==> config.mk <==
export PLATFORM = sky130hd
export DESIGN_NAME = busytone_cmd_resp_flat
export DESIGN_NICKNAME = d
export VERILOG_FILES = /design/src/rtl/busytone_cmd_resp_if.sv /design/src/rtl/busytone_cmd_resp.sv /design/src/flat_wrapper.sv
export SDC_FILE = /design/constraint.sdc
export NUM_CORES = 1
export LEC_CHECK = 0
export ABC_CLOCK_PERIOD_IN_PS = 5350
export CORE_MARGIN = 2
export CORE_UTILIZATION = 35
export CTS_BUF_LIST = sky130_fd_sc_hd__clkbuf_16
export DETAILED_ROUTE_END_ITERATION = 8
export PLACE_DENSITY = 0.66
export SLEW_MARGIN = 20
export SYNTH_ARGS = -nofsm -noshare
export SYNTH_HDL_FRONTEND = slang
export SYNTH_SLANG_ARGS = --single-unit
==> constraint.sdc <==
create_clock -name ap_clk -period 5.35 [get_ports ap_clk]
set_input_delay 0.8025 -clock ap_clk [delete_from_list [all_inputs] [get_ports ap_clk]]
set_output_delay 0.8025 -clock ap_clk [all_outputs]
set_load 0.1 [all_outputs]
==> src/rtl/busytone_cmd_resp_if.sv <==
// Command-in / ack-out AXI-Stream pair for the busy-tone responder.
// The master side feeds CHDR command packets and drains ACK packets,
// the slave side is the responder block itself.
interface busytone_cmd_resp_if;
  logic [63:0] cmd_in_TDATA;
  logic        cmd_in_TVALID;
  logic        cmd_in_TREADY;
  logic        cmd_in_TLAST;
  logic [63:0] ack_out_TDATA;
  logic        ack_out_TVALID;
  logic        ack_out_TREADY;
  logic        ack_out_TLAST;

  modport master (
    output cmd_in_TDATA, cmd_in_TVALID, cmd_in_TLAST,
    input  cmd_in_TREADY,
    input  ack_out_TDATA, ack_out_TVALID, ack_out_TLAST,
    output ack_out_TREADY
  );

  modport slave (
    input  cmd_in_TDATA, cmd_in_TVALID, cmd_in_TLAST,
    output cmd_in_TREADY,
    output ack_out_TDATA, ack_out_TVALID, ack_out_TLAST,
    input  ack_out_TREADY
  );
endinterface

==> src/rtl/busytone_cmd_resp.sv <==
// Busy-tone command responder: parses CHDR settings writes, runs the
// cycle-accurate tone window counter and returns one ACK per accepted command.
module busytone_cmd_resp #(
  parameter logic [7:0] TRIG_ADDR = 8'd200,
  parameter logic [7:0] HOLD_ADDR = 8'd201,
  parameter int         CNT_W     = 32
) (
  input  logic               ap_clk,
  input  logic               ap_rst_n,
  busytone_cmd_resp_if.slave bus,
  input  logic [15:0]        src_sid_V,
  output logic               tone_active,
  output logic [CNT_W-1:0]   tone_remaining_V,
  output logic [15:0]        drop_count_V
);

  typedef enum logic [2:0] {
    ST_HDR,
    ST_TIME,
    ST_PAY,
    ST_DRAIN,
    ST_ACK_H,
    ST_ACK_P
  } state_t;

  state_t           state;
  state_t           state_next;
  logic             in_ready;
  logic             in_xfer;
  logic             ack_xfer;
  logic             drain_to_ack;
  logic             drain_to_ack_next;
  logic             drop_evt;
  logic             exec_evt;

  logic [63:0]      word;
  logic [7:0]       cmd_addr;
  logic [31:0]      cmd_data;
  logic [8:0]       unused_word_bits;

  logic [11:0]      seq_q;
  logic [15:0]      src_q;
  logic [7:0]       addr_q;
  logic [31:0]      readback_q;
  logic [31:0]      readback_next;
  logic [31:0]      hold_q;

  logic [CNT_W-1:0] tone_q;
  logic             tone_act_q;
  logic [CNT_W-1:0] tone_dec;
  logic [CNT_W-1:0] tone_floor;
  logic [CNT_W-1:0] tone_load;
  logic [CNT_W-1:0] tone_next;
  logic [CNT_W-1:0] data_ext;
  logic [CNT_W-1:0] hold_ext;

  logic [15:0]      drop_q;
  logic             ack_valid;
  logic             ack_last;
  logic [63:0]      ack_data;

  assign word             = bus.cmd_in_TDATA;
  assign cmd_addr         = word[39:32];
  assign cmd_data         = word[31:0];
  assign unused_word_bits = {word[60], word[47:40]};
  assign data_ext         = CNT_W'(cmd_data);
  assign hold_ext         = CNT_W'(hold_q);

  assign in_xfer  = bus.cmd_in_TVALID && in_ready;
  assign ack_xfer = ack_valid && bus.ack_out_TREADY;

  assign bus.cmd_in_TREADY  = in_ready;
  assign bus.ack_out_TVALID = ack_valid;
  assign bus.ack_out_TLAST  = ack_last;
  assign bus.ack_out_TDATA  = ack_data;
  assign tone_active        = tone_act_q;
  assign tone_remaining_V   = tone_q;
  assign drop_count_V       = drop_q;

  // Packet parser: walks header/time/payload, routes malformed or over-length packets through DRAIN
  always_comb begin
    state_next        = state;
    drain_to_ack_next = drain_to_ack;
    drop_evt          = 1'b0;
    exec_evt          = 1'b0;
    case (state)
      ST_HDR: begin
        if (in_xfer) begin
          if (word[63:62] != 2'b10 || bus.cmd_in_TLAST) begin
            drop_evt          = 1'b1;
            drain_to_ack_next = 1'b0;
            state_next        = bus.cmd_in_TLAST ? ST_HDR : ST_DRAIN;
          end else begin
            state_next = word[61] ? ST_TIME : ST_PAY;
          end
        end
      end
      ST_TIME: begin
        if (in_xfer) begin
          if (bus.cmd_in_TLAST) begin
            drop_evt   = 1'b1;
            state_next = ST_HDR;
          end else begin
            state_next = ST_PAY;
          end
        end
      end
      ST_PAY: begin
        if (in_xfer) begin
          exec_evt = 1'b1;
          if (bus.cmd_in_TLAST) begin
            state_next = ST_ACK_H;
          end else begin
            drain_to_ack_next = 1'b1;
            state_next        = ST_DRAIN;
          end
        end
      end
      ST_DRAIN: begin
        if (in_xfer && bus.cmd_in_TLAST) begin
          state_next = drain_to_ack ? ST_ACK_H : ST_HDR;
        end
      end
      ST_ACK_H: begin
        if (ack_xfer) state_next = ST_ACK_P;
      end
      ST_ACK_P: begin
        if (ack_xfer) state_next = ST_HDR;
      end
      default: state_next = ST_HDR;
    endcase
  end

  // Parser state and registered input-ready (low out of reset and while an ACK is pending)
  always_ff @(posedge ap_clk or negedge ap_rst_n) begin
    if (!ap_rst_n) begin
      state        <= ST_HDR;
      in_ready     <= 1'b0;
      drain_to_ack <= 1'b0;
    end else begin
      state        <= state_next;
      in_ready     <= (state_next inside {ST_HDR, ST_TIME, ST_PAY, ST_DRAIN});
      drain_to_ack <= drain_to_ack_next;
    end
  end

  // Next tone count: plain decrement, overridden by a trigger that may only extend or close the window
  always_comb begin
    tone_dec   = (tone_q == '0) ? '0 : tone_q - CNT_W'(1);
    tone_floor = (data_ext > hold_ext) ? data_ext : hold_ext;
    tone_load  = (tone_floor > tone_dec) ? tone_floor : tone_dec;
    tone_next  = tone_dec;
    if (exec_evt && cmd_addr == TRIG_ADDR) begin
      tone_next = (cmd_data != 32'd0) ? tone_load : '0;
    end
  end

  // Value echoed in the ACK payload: post-command window length, new hold, or a marker for unknown addresses
  always_comb begin
    if (cmd_addr == TRIG_ADDR) begin
      readback_next = 32'(tone_next);
    end else if (cmd_addr == HOLD_ADDR) begin
      readback_next = cmd_data;
    end else begin
      readback_next = 32'h0BADC0DE;
    end
  end

  // Tone window counter and its registered active flag
  always_ff @(posedge ap_clk or negedge ap_rst_n) begin
    if (!ap_rst_n) begin
      tone_q     <= '0;
      tone_act_q <= 1'b0;
    end else begin
      tone_q     <= tone_next;
      tone_act_q <= (tone_next != '0);
    end
  end

  // Minimum-hold register, loaded by a write to the hold address
  always_ff @(posedge ap_clk or negedge ap_rst_n) begin
    if (!ap_rst_n) begin
      hold_q <= 32'd0;
    end else if (exec_evt && cmd_addr == HOLD_ADDR) begin
      hold_q <= cmd_data;
    end
  end

  // Capture header fields and the executed command for the ACK
  always_ff @(posedge ap_clk or negedge ap_rst_n) begin
    if (!ap_rst_n) begin
      seq_q      <= 12'd0;
      src_q      <= 16'd0;
      addr_q     <= 8'd0;
      readback_q <= 32'd0;
    end else begin
      if (state == ST_HDR && in_xfer) begin
        seq_q <= word[59:48];
        src_q <= word[31:16];
      end
      if (exec_evt) begin
        addr_q     <= cmd_addr;
        readback_q <= readback_next;
      end
    end
  end

  // Saturating count of discarded packets
  always_ff @(posedge ap_clk or negedge ap_rst_n) begin
    if (!ap_rst_n) begin
      drop_q <= 16'd0;
    end else if (drop_evt && drop_q != 16'hFFFF) begin
      drop_q <= drop_q + 16'd1;
    end
  end

  // Registered ACK words, loaded on entry to each ACK state and held while the sink stalls
  always_ff @(posedge ap_clk or negedge ap_rst_n) begin
    if (!ap_rst_n) begin
      ack_valid <= 1'b0;
      ack_last  <= 1'b0;
      ack_data  <= 64'd0;
    end else begin
      ack_valid <= (state_next == ST_ACK_H) || (state_next == ST_ACK_P);
      ack_last  <= (state_next == ST_ACK_P);
      if (state != ST_ACK_H && state_next == ST_ACK_H) begin
        ack_data <= {2'b11, 1'b0, 1'b0, seq_q, 16'd16, src_sid_V, src_q};
      end else if (state == ST_ACK_H && state_next == ST_ACK_P) begin
        ack_data <= {24'd0, addr_q, readback_q};
      end
    end
  end

endmodule

==> src/flat_wrapper.sv <==
// flat-port wrapper written by rule: the top's interface ports become plain ports
module busytone_cmd_resp_flat 
#(
  parameter logic [7:0] TRIG_ADDR = 8'd200,
  parameter logic [7:0] HOLD_ADDR = 8'd201,
  parameter int         CNT_W     = 32
)
  (ap_clk, ap_rst_n, src_sid_V, tone_active, tone_remaining_V, drop_count_V, bus_cmd_in_TDATA, bus_cmd_in_TVALID, bus_cmd_in_TLAST, bus_cmd_in_TREADY, bus_ack_out_TDATA, bus_ack_out_TVALID, bus_ack_out_TLAST, bus_ack_out_TREADY);
  busytone_cmd_resp_if bus_i ();
  input  logic ap_clk;
  input  logic ap_rst_n;
  input  logic [15:0] src_sid_V;
  output logic tone_active;
  output logic [CNT_W-1:0] tone_remaining_V;
  output logic [15:0] drop_count_V;
  input wire logic [$bits(bus_i.cmd_in_TDATA)-1:0] bus_cmd_in_TDATA;
  input wire logic [$bits(bus_i.cmd_in_TVALID)-1:0] bus_cmd_in_TVALID;
  input wire logic [$bits(bus_i.cmd_in_TLAST)-1:0] bus_cmd_in_TLAST;
  output wire logic [$bits(bus_i.cmd_in_TREADY)-1:0] bus_cmd_in_TREADY;
  output wire logic [$bits(bus_i.ack_out_TDATA)-1:0] bus_ack_out_TDATA;
  output wire logic [$bits(bus_i.ack_out_TVALID)-1:0] bus_ack_out_TVALID;
  output wire logic [$bits(bus_i.ack_out_TLAST)-1:0] bus_ack_out_TLAST;
  input wire logic [$bits(bus_i.ack_out_TREADY)-1:0] bus_ack_out_TREADY;
  assign bus_i.cmd_in_TDATA = bus_cmd_in_TDATA;
  assign bus_i.cmd_in_TVALID = bus_cmd_in_TVALID;
  assign bus_i.cmd_in_TLAST = bus_cmd_in_TLAST;
  assign bus_cmd_in_TREADY = bus_i.cmd_in_TREADY;
  assign bus_ack_out_TDATA = bus_i.ack_out_TDATA;
  assign bus_ack_out_TVALID = bus_i.ack_out_TVALID;
  assign bus_ack_out_TLAST = bus_i.ack_out_TLAST;
  assign bus_i.ack_out_TREADY = bus_ack_out_TREADY;
  busytone_cmd_resp #(.TRIG_ADDR(TRIG_ADDR), .HOLD_ADDR(HOLD_ADDR), .CNT_W(CNT_W)) u_core (.ap_clk(ap_clk), .ap_rst_n(ap_rst_n), .bus(bus_i), .src_sid_V(src_sid_V), .tone_active(tone_active), .tone_remaining_V(tone_remaining_V), .drop_count_V(drop_count_V));
endmodule
==> Word-level counts from Yosys, hierarchy flattened <==
Index checks and enable logic that the tools add are counted.
{ "word_totals": {"regBits": 220, "inputBits": 85, "out_inout_bits": 116} }
{ "op_classes": {"n_addsub": 2, "order_cmp": 2, "eq_ne": 19, "n_mux": 34, "reduce_logical": 20} }
{ "ops": {"columns": ["operator", "n"], "rows": [
  ["32-bit 2-to-1 mux", 7],
  ["64-bit 2-to-1 mux", 2],
  ["32-bit greater-than comparator", 2],
  ["32-bit nonzero test", 2],
  ["32-bit zero test", 1],
  ["32-bit by 1-bit subtractor with 32-bit output, second input constant", 1],
  ["3-bit 2-to-1 mux", 9],
  ["3-bit case mux with 6 select lines", 1],
  ["16-bit by 1-bit adder with 16-bit output, second input constant", 1],
  ["8-bit equality test, second input constant", 2],
  ["16-bit inequality test, second input constant", 1],
  ["3-bit by 2-bit equality test with 1-bit output, second input constant", 4],
  ["3-bit equality test, second input constant", 4],
  ["1-bit 2-to-1 mux", 10],
  ["1-bit logical AND", 9],
  ["3-bit by 1-bit equality test with 1-bit output, second input constant", 2],
  ["3-bit zero test", 2],
  ["2-bit 2-to-1 mux", 3],
  ["2-bit by 1-bit inequality test with 1-bit output, second input constant", 3],
  ["5-bit AND reduction", 1],
  ["2-bit inequality test, second input constant", 2],
  ["1-bit case mux with 2 select lines", 2],
  ["2-bit nonzero test", 2],
  ["4-bit nonzero test", 1],
  ["other kinds (2)", 3]
]} }

==> Depth between registers and ports, before layout <==
{ "logic_depth": {"word_depth": 9, "depth_mapped": 25} }

==> Least setup slack after synthesis <==
No wires, ideal clock.
{ "synth_timing": {"path_type": "input to register", "start": "input port bus_cmd_in_TDATA[31]", "end": "register u_core.tone_act_q (netlist: u_core.tone_active)", "arrival_time_ns": 5.210, "required_ns": 5.214, "slack_ns": 0.005, "stages": 20, "n_path_buf": 2, "path_cell_list": "ha_1 nand4_1 nor4_2 a22o_1 or3_1 o21ai_1 buf_2 buf_4 mux2_2 ha_1 nand4_1 nor4_1 or3b_1 o311ai_1 nand2_1 nand2_2 o22ai_1 or3_1 nor4_1 nand4_1"} }
{ "synth_via": {"elab_chain_len": 7, "elab_cells_between_ends": 8, "classes_between": "order compare (2); mux (4); reduce/logical (2)"} }
{ "synth_lines": {"columns": ["element", "line", "text"], "rows": [
  ["from (decl)", "flat_wrapper.sv:16", "input wire logic [$bits(bus_i.cmd_in_TDATA)-1:0] bus_cmd_in_TDATA;"],
  ["32-bit greater-than comparator", "busytone_cmd_resp.sv:150", "tone_floor = (data_ext > hold_ext) ? data_ext : hold_ext;"],
  ["32-bit 2-to-1 mux", "busytone_cmd_resp.sv:150", null],
  ["32-bit greater-than comparator", "busytone_cmd_resp.sv:151", "tone_load = (tone_floor > tone_dec) ? tone_floor : tone_dec;"],
  ["32-bit 2-to-1 mux", "busytone_cmd_resp.sv:151", null],
  ["32-bit 2-to-1 mux *", "busytone_cmd_resp.sv:154", "tone_next = (cmd_data != 32'd0) ? tone_load : '0;"],
  ["32-bit 2-to-1 mux *", "busytone_cmd_resp.sv:153", "if (exec_evt && cmd_addr == TRIG_ADDR) begin"],
  ["net u_core.tone_next[5]", "busytone_cmd_resp.sv:53", "logic [CNT_W-1:0] tone_next;"],
  ["32-bit nonzero test *", "busytone_cmd_resp.sv:176", "tone_act_q <= (tone_next != '0);"],
  ["to (signal assigned)", "busytone_cmd_resp.sv:176", null],
  ["to (decl)", "busytone_cmd_resp.sv:49", "logic tone_act_q;"]
]} }
The timed path passes the listed nets; every way through them passes the cells marked *.
A chain may end at the register's enable or synchronous reset.

==> Final worst setup path <==
{ "layout_timing": {"start": "input port bus_cmd_in_TDATA[8]", "end": "register u_core.tone_act_q (netlist: u_core.tone_active)"} }
Same word-level chain as after synthesis.

==> impl_metrics.ini <==
[route]
firstDrtPassIters = 6
vias_per_cell = 5.35
drt_iter0_drc = 1034
drc = 0
detail-route-antenna-nets = 0
drt_wl_total_um = 39200
routedWlPerCell_um = 19.6
via_count = 10709

[yosys]
syn_inst = 1206
synth.largest_area_cell = dfrtp_1
synth.distinct_cells = 71
ys_ff_latch = 209
syn_area_um2 = 11500
ys_async_sr_fraction_pct = 100
synth_ff_type = dfrtp_1
ys_warn_count = 0
yosysSeqAreaShare_pct = 45.4
synth_edf_count = 0
synth.top_cell.area_share_pct = 45.4
syn_avg_cell_area_um2 = 9.56
synthTopCellsByArea = dfrtp_1 45%, ha_1 7.3%, nand2_1 6.2%

[finish]
syn_to_final_growth_pct = 44.2
nets = 1694
nFillCells = 2880
final_cell_mix = 209 x dfrtp_1, 186 x nand2_1, 173 x buf_4
mostFrequentLayoutCell = dfrtp_1
stdcell_area_um2 = 16600
drive_gt1_share_pct = 23.8
final_core_util_pct = 51.2

[global_route]
grt_use_total_pct = 22.4
antenna_found_initial = 3
grt_pass1_vias = 10589
grt_pass1_wl_um = 59300
grt_max_degree = 121
grt_overflow = 0

[sta]
skew_ns = 0.0168
setup_violations = 0
final.period_utilization_pct = 100
rsz0062_at_grt = yes
hold_violations = 0
drv_slew = 0
fmax_mhz = 187
tightest_slew_ns = 1.05
slew_headroom_pct = 29.9
final.min_clock_period_ns = 5.35

[clock_network]
path_clk_slew_ns = 0.06
clockRootBuffer = clkbuf_16
cts_buffers = 25
postCtsHoldBufs = 0
htree_levels = 1
clock_latency_ns = 0.55
cts_tree = yes
clockBufferDepth = 3
cts.sinks = 209

[place]
hpwl_um = 28900
gp_congestion = 0.988
placement.io_buffers = 181
dpl_cell_area_um2 = 14900

[run]
drv_cap = 0

[setup_path]
r2r-start = u_core.hold_ext[27]
reg2reg_depth = 24
critPathMaxFanout = 7
cp.arrival_ns = 5.76
rrSetupSlack_ns = 0.03
cp-startpoint = bus_cmd_in_TDATA[8]
required_ns = 5.76
r2r_end = u_core.tone_active
worstSetupEndpoint = u_core.tone_active
criticalPathCategory = in -> reg
start_kind = input port
critPathCaptureType = flop

[floorplanning]
die_w_um = 185
dieHeight_um = 185
num_rows = 66
io_pins = 201
core_um2 = 32500
initial_utilization_pct = 35.5
dieArea_um2 = 34400

[min_path]
hold_class = in -> async

[run_status]
status = complete, no violations

[pwr]
ir_drop_v = 0.000304
p_leak_nw = 7.43
power.density_nw_per_um2 = 477
critical path, cell delays in order:
cell and delay (ns):
clkdlybuf4s50_1 0.45, ha_1 0.31, nand4_1 0.13, buf_4 0.15
nor2_1 0.05, o21ai_2 0.08, a41oi_2 0.13, buf_4 0.17
o21ai_4 0.22, buf_12 0.17, mux2_2 0.39, ha_4 0.28
nand4_1 0.15, buf_4 0.18, or3_1 0.38, o22ai_2 0.14
o21ai_2 0.10, and2_4 0.16, a21oi_4 0.24, buf_4 0.17
o22ai_2 0.08, or3_4 0.42, nor4_4 0.28, nand4_1 0.11
state kept, by name, indices dropped and copies added (netlist names), 3 cells and up:
name,count
u_core.bus.ack_out_TDATA,53
u_core.readback_q,32
u_core.addr_q,8
u_core.hold_ext,32
u_core.tone_remaining_V,32
u_core.state,3
u_core.src_q,16
u_core.seq_q,12
u_core.drop_count_V,16
power by group:
group,switching [W],internal [W]
combinational,0.00273,0.00120
clock,0.000691,0.00100
sequential,0.000304,0.00199
cells by family after synthesis:
| group | Yosys count | share of synthesized area [%] |
|---|---|---|
| DFF | 209 | 45.4 |
| xor gates and xnor gates | 40 | 3.04 |
| and+or+nand+nor | 423 | 17.2 |
| muxes | 93 | 8.63 |
| other | 1 | 0.0325 |
| buffers and inverters | 121 | 4.51 |
| adders and majority gates | 67 | 7.27 |
| AOI/OAI and AO/OA | 252 | 13.9 |
area by class of cell:
| type | count | area [um^2] | area share (%) |
|---|---|---|---|
| diodes | 2 | 5.00 | 0.0301 |
| clock buffers | 25 | 626 | 3.77 |
| well taps | 442 | 553 | 3.33 |
| repair buffers | 362 | 3280 | 19.7 |
| clock inverters | 19 | 189 | 1.14 |
| flip-flops and latches | 209 | 5230 | 31.5 |
| multi-input cells | 885 | 6510 | 39.2 |
| inverters | 59 | 221 | 1.33 |
stage by stage:
step	instances	total power, W	worst slack (ns)	TNS [ns]	hold WS (ns)
floorplan	1215	0.00492	0.00469	0	0.438
global placement	1938	0.00604	-0.988	-42.32	0.455
detailed placement	1938	0.00609	-0.958	-41.20	0.461
CTS	1987	0.00789	0.000706	0	0.454
global route	2003	0.00829	-0.125	-0.609	0.163
finish	2003	0.00793	0.00134	0	0.155
per-layer routing:
| layer | wire length (um) | vias up | global-route usage, % | part of all wire, % |
|---|---|---|---|---|
| li1 | - | 4963 | - | - |
| met1 | 16500 | 5225 | 29.8 | 42 |
| met2 | 18600 | 416 | 36.8 | 47 |
| met3 | 2520 | 105 | 2.76 | 6.4 |
| met4 | 1630 | 0 | 9.40 | 4.2 |
| met5 | 0 | - | 0 | 0 |
repair_timing:
item                                    CTS  global route
cloned                                    0             1
endpoints found under the setup margin   47            54
hold endpoints to repair                  0             0
pin swaps                                23            49
setup buffers                             5            12
gates resized for setup                  45           100
cells in the mapped netlist, types with 5 or more instances:
cell / count
clkbuf_1: 35
and3_1: 5
nand2_1: 191
mux2i_1: 44
ha_1: 67
o22ai_1: 9
nor2b_1: 6
and2_1: 6
xnor2_1: 19
a21o_1: 5
inv_1: 59
a22oi_1: 16
buf_4: 15
o21ai_1: 6
dfrtp_1: 209
or3_1: 6
nor2_1: 83
nand3_1: 24
xor2_1: 21
mux2_2: 47
o21ai_0: 74
a21oi_1: 64
nand4_1: 23
or2_2: 5
buf_2: 7
a31oi_1: 9
nor3_1: 19
a22o_1: 22
buf_1: 5
nor4_1: 25
worst min-delay path by stage:
| stage | to | start | slack (ns) | cells past startpoint |
|---|---|---|---|---|
| after floorplan | u_core.readback_q[0] | u_core.readback_q[0] | 0.44 | 2 |
| after global placement | u_core.readback_q[0] | u_core.readback_q[0] | 0.45 | 2 |
| final | u_core.drop_count_V[4] | ap_rst_n | 0.16 | 1 |
| after detailed placement | u_core.bus.ack_out_TDATA[31] | u_core.bus.ack_out_TDATA[31] | 0.46 | 2 |
| after global routing | u_core.drop_count_V[4] | ap_rst_n | 0.16 | 1 |
| after CTS | u_core.drop_count_V[4] | ap_rst_n | 0.45 | 1 |
Power figures use the tool's default switching activity.
